### src/rtl/fetch_unit.sv
// fetch_unit: tiny16 fetch stage; issues one memory read per instruction and
// hands the captured word to the decoder over valid/ready, with branch redirect.
module fetch_unit #(
  parameter int ADDR_WIDTH = 16,
  parameter int DATA_WIDTH = 16,
  parameter logic [ADDR_WIDTH-1:0] RESET_PC = '0
) (
  input  logic                  clk,
  input  logic                  rst,
  input  logic                  run,
  output logic                  mem_out_en,
  output logic [ADDR_WIDTH-1:0] mem_out_addr,
  input  logic [DATA_WIDTH-1:0] mem_out_data,
  output logic                  instr_valid,
  input  logic                  instr_ready,
  output logic [DATA_WIDTH-1:0] instr_data,
  output logic [ADDR_WIDTH-1:0] instr_pc,
  input  logic                  branch_en,
  input  logic [ADDR_WIDTH-1:0] branch_addr
);
  typedef enum logic [1:0] {ISSUE, CAPTURE, HOLD} state_t;
  state_t state, state_nx;
  logic [ADDR_WIDTH-1:0] pc;
  always_ff @(posedge clk)
    if (rst) state <= ISSUE;
    else     state <= state_nx;
  always_comb
    state_nx = branch_en          ? ISSUE :
               state == ISSUE     ? (mem_out_en ? CAPTURE : ISSUE) :
               state == CAPTURE   ? HOLD :
               !instr_ready       ? HOLD :
               mem_out_en         ? CAPTURE : ISSUE;
  // HOLD issues the next read during the handshake cycle for back-to-back fetch
  always_comb begin
    mem_out_en   = ~rst & run & ~branch_en &
                   (state == ISSUE | (state == HOLD & instr_ready));
    mem_out_addr = pc;
  end
  always_ff @(posedge clk)
    if (rst) begin
      pc          <= RESET_PC;
      instr_valid <= 1'b0;
      instr_data  <= '0;
      instr_pc    <= '0;
    end else if (branch_en) begin
      pc          <= branch_addr;
      instr_valid <= 1'b0;
    end else if (state == CAPTURE) begin
      instr_data  <= mem_out_data;
      instr_pc    <= pc;
      pc          <= pc + ADDR_WIDTH'(1);
      instr_valid <= 1'b1;
    end else if (state == HOLD & instr_ready) begin
      instr_valid <= 1'b0;
    end
endmodule

### config.mk
export PLATFORM = sky130hd
export DESIGN_NAME = fetch_unit
export DESIGN_NICKNAME = d
export VERILOG_FILES = /design/src/rtl/fetch_unit.sv
export SDC_FILE = /design/constraint.sdc
export NUM_CORES = 1
export LEC_CHECK = 0
export ABC_AREA = 1
export CAP_MARGIN = 20
export CORE_ASPECT_RATIO = 1.2
export CORE_MARGIN = 3
export CORE_UTILIZATION = 30
export DETAILED_ROUTE_END_ITERATION = 12
export SYNTH_ARGS = -nofsm -noshare
export SYNTH_HDL_FRONTEND = slang
export SYNTH_SLANG_ARGS = --single-unit
### constraint.sdc
create_clock -name clk -period 1.8 [get_ports clk]
set_clock_uncertainty 0.15 [all_clocks]
set_input_delay 0.36 -clock clk [delete_from_list [all_inputs] [get_ports clk]]
set_output_delay 0.36 -clock clk [all_outputs]
set_load 0.02 [all_outputs]
==> impl_metrics.env, run 1 <==
export IMPL_ys_seq_area_share_pct=43.5
export IMPL_cpMaxStageDelayCell="clkdlybuf4s50_1"
export IMPL_r2r_start="state[0]"
export IMPL_place_area_mm2=0.00351
export IMPL_outcome="complete, no violations"
export IMPL_dr_pass1_iters=4
export IMPL_tightestPinTransition_ns=0.359
export IMPL_cp_end_kind="primary output"
export IMPL_slew_headroom_pct=76.0
export IMPL_ys_warn_count=0
export IMPL_htree_levels=2
export IMPL_design_area_mm2=0.00371
export IMPL_port_buffers=86
export IMPL_grt_pass1_wl_um=11200
export IMPL_dieArea_mm2=0.00893
export IMPL_area_growth_pct=57.9
export IMPL_finalSetupViolations=0
export IMPL_synth_edf_count=0
export IMPL_fp_dieH_um=103
export IMPL_cap_violations=0
export IMPL_drt_initial_drc_count=117
export IMPL_timing_rr_end="mem_out_addr[15]"
export IMPL_layout_worst_path_cycle_share_pct=98.6
export IMPL_worst_ep_arrival_time_ns=1.26
export IMPL_start_kind="input pin"
export IMPL_holdWs_ns=0.255
export IMPL_holdPathStages=3
export IMPL_max_stage_delay_ns=0.43
export IMPL_fin_util_pct=49.8
export IMPL_grt_max_degree=38
export IMPL_rsz0062_at_grt="true"
export IMPL_path_class="input pin to primary output"
export IMPL_required_ns=1.29
export IMPL_gp_congestion=0.811
export IMPL_synth_ff_type="dfxtp_1"
export IMPL_cts_sinks=51
export IMPL_finalWorstSetupSlack_ns=0.0251
export IMPL_slew_viol_final=0
export IMPL_async_flop_share_pct=0
export IMPL_fin_cells=533
export IMPL_avgRoutedWirePerCell_um=13.1
export IMPL_multi_input_area_mm2=0.00115
export IMPL_vias_per_cell=4.60
export IMPL_ff_latch_area_mm2=0.00102
export IMPL_core_region_area_mm2=0.00744
export IMPL_cts_tree="yes"
export IMPL_cts_buffers=5
export IMPL_antennaDiodeCount=0
export IMPL_max_vdd_ir_drop_mv=0.382
export IMPL_drive_gt1_share_pct=15.3
export IMPL_gr_usage_all_layers_pct=15.7
export IMPL_cts_clk_slew_worst_paths_ns=0.10
export IMPL_clockBufferDepth=2
export IMPL_hpwl_um=5020
export IMPL_netlist_area_mm2=0.00235
export IMPL_syn_nets=372
export IMPL_period_minus_slack_ns=1.77
export IMPL_cp_cell_sequence="clkdlybuf4s50_1 > inv_2 > nand2_2 > nor3b_2 > buf_4"
export IMPL_wirelength_um=6990
export IMPL_rows=34
export IMPL_ios=87
export IMPL_ys_ff_latch=51
export IMPL_crit_fanout=4
export IMPL_min_path_type="input pin to flip-flop"
export IMPL_finalPower_mw=2.49
export IMPL_fin_nets=480
export IMPL_syn_area_per_cell_um2=7.03
export IMPL_ff2ff_path_depth=10
export IMPL_num_vias=2452
export IMPL_fill_cells=736
export IMPL_synthDistinctLibCells=30
export IMPL_gr_total_overflow=0
export IMPL_cts_root_buf="clkbuf_8"
export IMPL_ant_nets=0
export IMPL_finalHoldViolCount=0
export IMPL_pre_cts_slack_ns=-0.573
export IMPL_route_detailed_drc=0
export IMPL_antenna_found_initial=0
export IMPL_synth_cells=334
export IMPL_dp_cells=525
export IMPL_worstHoldStart="instr_ready"
export IMPL_clk_latency_ns=0.31
export IMPL_tns_ns=0
export IMPL_leakagePower_nw=2.06
export IMPL_powerDensity_mw_per_mm2=671
export IMPL_r2r_setup_slack_ns=0.19
export IMPL_die_w_um=86.8
export IMPL_min_delay_worst_endpoint="state[1]"
export IMPL_fmax_mhz=563
export IMPL_start_util_pct=31.5
export IMPL_first_global_vias=2403
export IMPL_cts_setup_buffers=0
sequential cells by signal, indices dropped and copies added (netlist names):
signal and count:
mem_out_addr 16, instr_data 16, instr_valid 1, instr_pc 16, state 2
worst max-delay path: cells and delay by family:
kind | cells | cell delay [ns]
buffers and inverters | 3 | 0.66
AND/OR/NAND/NOR | 2 | 0.24
worst max-delay path by stage:
stage	endpoint	from	slack, ns
global route	mem_out_en	branch_en	-0.05
finish	mem_out_en	rst	0.03
floorplan	mem_out_en	rst	0.17
global placement	mem_out_en	instr_ready	-0.54
detailed placement	mem_out_en	instr_ready	-0.57
CTS	mem_out_en	instr_ready	-0.09
layout make-up:
class,count,share of cell area [%]
clock buffer,6,2.23
clock inverter,2,0.945
inverter,30,3.04
multi-input combinational,238,31.2
sequential,51,27.6
tap,90,3.04
timing repair buffer,116,32.0
layer usage:
layer	up-vias	GRT usage (%)	part of all wire, %
met5	-	0	0
met4	0	3.84	0.37
met3	2	3.84	5.5
met2	53	27.3	49
met1	1128	19.3	45
li1	1269	-	-
timing repair:
action,in CTS,in global routing
pin swaps,0,3
resized for setup,17,35
setup endpoints to repair,12,26
hold buffers,0,0
report_power, final:
part           internal [mW]  leakage (nW)  switching (mW)
sequential              1.17         0.417          0.0332
combinational          0.218          1.58           0.219
clock                  0.451        0.0612           0.393
synth_stat cells, types with 2 or more instances:
| cell | number | area (um^2) |
|---|---|---|
| a21oi_1 | 7 | 35.0 |
| o21ai_0 | 36 | 180 |
| nand2_1 | 66 | 248 |
| o21ai_1 | 4 | 20.0 |
| nand3b_1 | 2 | 15.0 |
| inv_2 | 5 | 18.8 |
| buf_6 | 2 | 22.5 |
| nand3_1 | 14 | 70.1 |
| a31oi_1 | 4 | 25.0 |
| buf_4 | 2 | 15.0 |
| xor2_1 | 3 | 26.3 |
| nand2_4 | 2 | 22.5 |
| nor2_4 | 4 | 45.0 |
| dfxtp_1 | 51 | 1020 |
| nand4_1 | 2 | 12.5 |
| clkbuf_1 | 4 | 15.0 |
| buf_2 | 7 | 35.0 |
| nor3_2 | 2 | 20.0 |
| nand2_2 | 3 | 18.8 |
| nor3b_1 | 3 | 22.5 |
| nor3_1 | 5 | 25.0 |
| inv_1 | 24 | 90.1 |
| nor2_2 | 4 | 25.0 |
| nor2_1 | 72 | 270 |
cell usage in the layout (no fill, tap or decap), types with 3 or more instances in the layout:
cell	n
a21oi_1	7
a31oi_1	4
buf_12	4
buf_4	27
clkbuf_8	6
clkdlybuf4s50_1	48
dfxtp_1	50
dlygate4sd2_1	11
dlymetal6s2s_1	26
inv_1	23
inv_2	6
nand2_1	64
nand2_2	4
nand2_4	3
nand3_1	14
nor2_1	69
nor2_2	6
nor2_4	5
nor3_1	5
o21ai_0	36
o21ai_1	4
xor2_1	3
kinds of logic after synthesis:
| group | synth area share (%) |
|---|---|
| buffers and inverters | 8.52 |
| AOI/OAI and AO/OA | 11.8 |
| adders and majority gates | 0.533 |
| and+or+nand+nor | 34.5 |
| DFF | 43.5 |
| xor gates and xnor gates | 1.12 |
Note: power is estimated with default switching activity, not from simulation.
==> run 2, diff against run 1 <==
--- a/config.mk
+++ b/config.mk
@@ -11,6 +11,7 @@
 export CORE_MARGIN = 3
 export CORE_UTILIZATION = 30
 export DETAILED_ROUTE_END_ITERATION = 12
+export SLEW_MARGIN = 40
 export SYNTH_ARGS = -nofsm -noshare
 export SYNTH_HDL_FRONTEND = slang
 export SYNTH_SLANG_ARGS = --single-unit
==> results of run 2 <==
The final DEF is identical to that of run 1; final timing and power are the same.
==> run 3, diff against run 2 <==
--- a/config.mk
+++ b/config.mk
@@ -9,8 +9,10 @@
 export CAP_MARGIN = 20
 export CORE_ASPECT_RATIO = 1.2
 export CORE_MARGIN = 3
-export CORE_UTILIZATION = 30
+export CORE_UTILIZATION = 44
 export DETAILED_ROUTE_END_ITERATION = 12
+export MAX_ROUTING_LAYER = met4
+export PLACE_DENSITY = 0.8
 export SLEW_MARGIN = 40
 export SYNTH_ARGS = -nofsm -noshare
 export SYNTH_HDL_FRONTEND = slang
==> constraint.sdc (replaced) <==
create_clock -name clk -period 1.8 [get_ports clk]
set_clock_uncertainty 0.15 [all_clocks]
set_input_delay 0.27 -clock clk [delete_from_list [all_inputs] [get_ports clk]]
set_output_delay 0.27 -clock clk [all_outputs]
set_load 0.02 [all_outputs]
==> impl_metrics.env, run 3 (synthesized netlist as in run 1, its figures left out) <==
export IMPL_outcome="complete, no violations"
export IMPL_cts_root_buf="clkbuf_8"
export IMPL_htree_levels=2
export IMPL_fin_nets=470
export IMPL_seq_power_share_pct=49.3
export IMPL_use_met3_pct=5.74
export IMPL_clk_latency_ns=0.31
export IMPL_period_minus_slack_ns=1.72
export IMPL_num_vias=2430
export IMPL_gr_usage_all_layers_pct=21.1
export IMPL_r2r_setup_slack_ns=0.19
export IMPL_port_buffers=86
export IMPL_ff2ff_path_depth=8
export IMPL_fmax_mhz=581
export IMPL_grt_use_met1_pct=26.0
export IMPL_route_detailed_drc=0
export IMPL_start_util_pct=46.6
export IMPL_antennaDiodeCount=0
export IMPL_cts_tree="yes"
export IMPL_area_growth_pct=49.9
export IMPL_ctsHoldBuffers=0
export IMPL_avgRoutedWirePerCell_um=12.6
export IMPL_r2r_start="mem_out_addr[1]"
export IMPL_final_cell_mix="nor2_1 (71), clkdlybuf4s50_1 (71), nand2_1 (66)"
export IMPL_required_ns=1.38
export IMPL_crit_fanout=3
export IMPL_cts_setup_buffers=0
export IMPL_fp_dieH_um=86.0
export IMPL_gr_total_overflow=0
export IMPL_combPwrFrac_pct=16.6
export IMPL_ant_nets=0
export IMPL_crit_path_start="mem_out_addr[14]"
export IMPL_die_w_um=72.7
export IMPL_cp_depth=1
export IMPL_clkPwrFrac_pct=34.0
export IMPL_finalHoldViolCount=0
export IMPL_grt_pass1_wl_um=10300
export IMPL_cts_buffers=5
export IMPL_drive_gt1_share_pct=12.0
export IMPL_core_region_area_mm2=0.00504
export IMPL_finalSetupViolations=0
export IMPL_crit_end="mem_out_addr[14]"
export IMPL_cpMaxStageDelayCell="clkdlybuf4s50_1"
export IMPL_swShare_pct=25.6
export IMPL_busiest_layer="met2"
export IMPL_slew_viol_final=0
export IMPL_cts_sinks=51
export IMPL_tightestPinTransition_ns=0.334
export IMPL_finalPower_mw=2.47
export IMPL_rows=28
export IMPL_antenna_found_initial=0
export IMPL_cts_clk_slew_worst_paths_ns=0.10
export IMPL_dieArea_mm2=0.00625
export IMPL_vias_per_cell=4.93
export IMPL_drt_initial_drc_count=115
export IMPL_layout_worst_path_cycle_share_pct=95.6
export IMPL_min_path_type="input pin to flip-flop"
export IMPL_first_global_vias=2272
export IMPL_max_stage_delay_ns=0.62
export IMPL_start_kind="flip-flop"
export IMPL_grt_use_met2_pct=33.5
export IMPL_path_class="flip-flop to primary output"
export IMPL_timing_rr_end="mem_out_addr[10]"
export IMPL_max_vdd_ir_drop_mv=0.657
export IMPL_clockBufferDepth=2
export IMPL_powerDensity_mw_per_mm2=700
export IMPL_switching_power_uw=632
export IMPL_power_internal_mw=1.83
export IMPL_leakagePower_nw=1.63
export IMPL_critical_path_top_delay_family="buffers and inverters"
export IMPL_tns_ns=0
export IMPL_worst_ep_arrival_time_ns=1.30
export IMPL_grt_max_degree=38
export IMPL_cp_end_kind="primary output"
export IMPL_ios=87
export IMPL_slew_headroom_pct=77.8
export IMPL_cap_violations=0
export IMPL_gp_congestion=0.801
export IMPL_dr_pass1_iters=4
export IMPL_critPathBufInv=1
export IMPL_hpwl_um=4530
export IMPL_cp_cell_sequence="clkdlybuf4s50_1"
export IMPL_wirelength_um=6220
==> run 3: worst min path at each step <==
stage / start / end / slack [ns] / cells past startpoint
detailed placement: instr_pc[4] / instr_pc[4] / 0.31 / 2
global placement: instr_pc[4] / instr_pc[4] / 0.30 / 2
finish: instr_ready / state[1] / 0.14 / 3
floorplan: mem_out_data[14] / instr_data[14] / 0.25 / 2
CTS: instr_pc[4] / instr_pc[4] / 0.33 / 2
global route: instr_ready / state[1] / 0.17 / 3
==> run 3: repair_timing <==
| item | in CTS | in global routing |
|---|---|---|
| cloned | 0 | 0 |
| pin swaps | 0 | 4 |
| gates resized for setup | 14 | 8 |
| endpoints found under the setup margin | 10 | 6 |
==> run 3: power groups by stage <==
stage                     Clock (mW)  Sequential (mW)  Combinational (mW)
after floorplan                    0             1.29               0.137
after global routing           0.882             1.22               0.445
after detailed placement           0             1.24               0.421
after global placement             0             1.24               0.416
final                          0.839             1.22               0.410
after CTS                      0.840             1.22               0.415
==> run 3: routing by layer <==
metal / wire (um) / up-vias
met4: 79 / 0
met1: 2650 / 1085
met3: 470 / 6
met5: 0 / -
met2: 3020 / 83
li1: - / 1256
==> run 3: cell type report <==
class	count	area, um^2
fill	427	1520
multi-input combinational	238	1140
timing repair buffer	106	1060
sequential	51	1020
inverter	30	113
clock buffer	6	82.6
tap	60	75.1
clock inverter	2	35.0
==> run 3: through the flow <==
step | instances | utilization (%) | hold slack (ns) | cell area (um^2) | setup slack (ns)
floorplan | 334 | - | 0.255 | 2350 | 0.170
global placement | 485 | 67.3 | 0.302 | 3400 | -0.390
detailed placement | 485 | 67.3 | 0.313 | 3400 | -0.398
CTS | 493 | 69.3 | 0.326 | 3500 | 0.00186
global route | 493 | 69.8 | 0.167 | 3520 | -0.0231
finish | 493 | 69.8 | 0.144 | 3520 | 0.0800
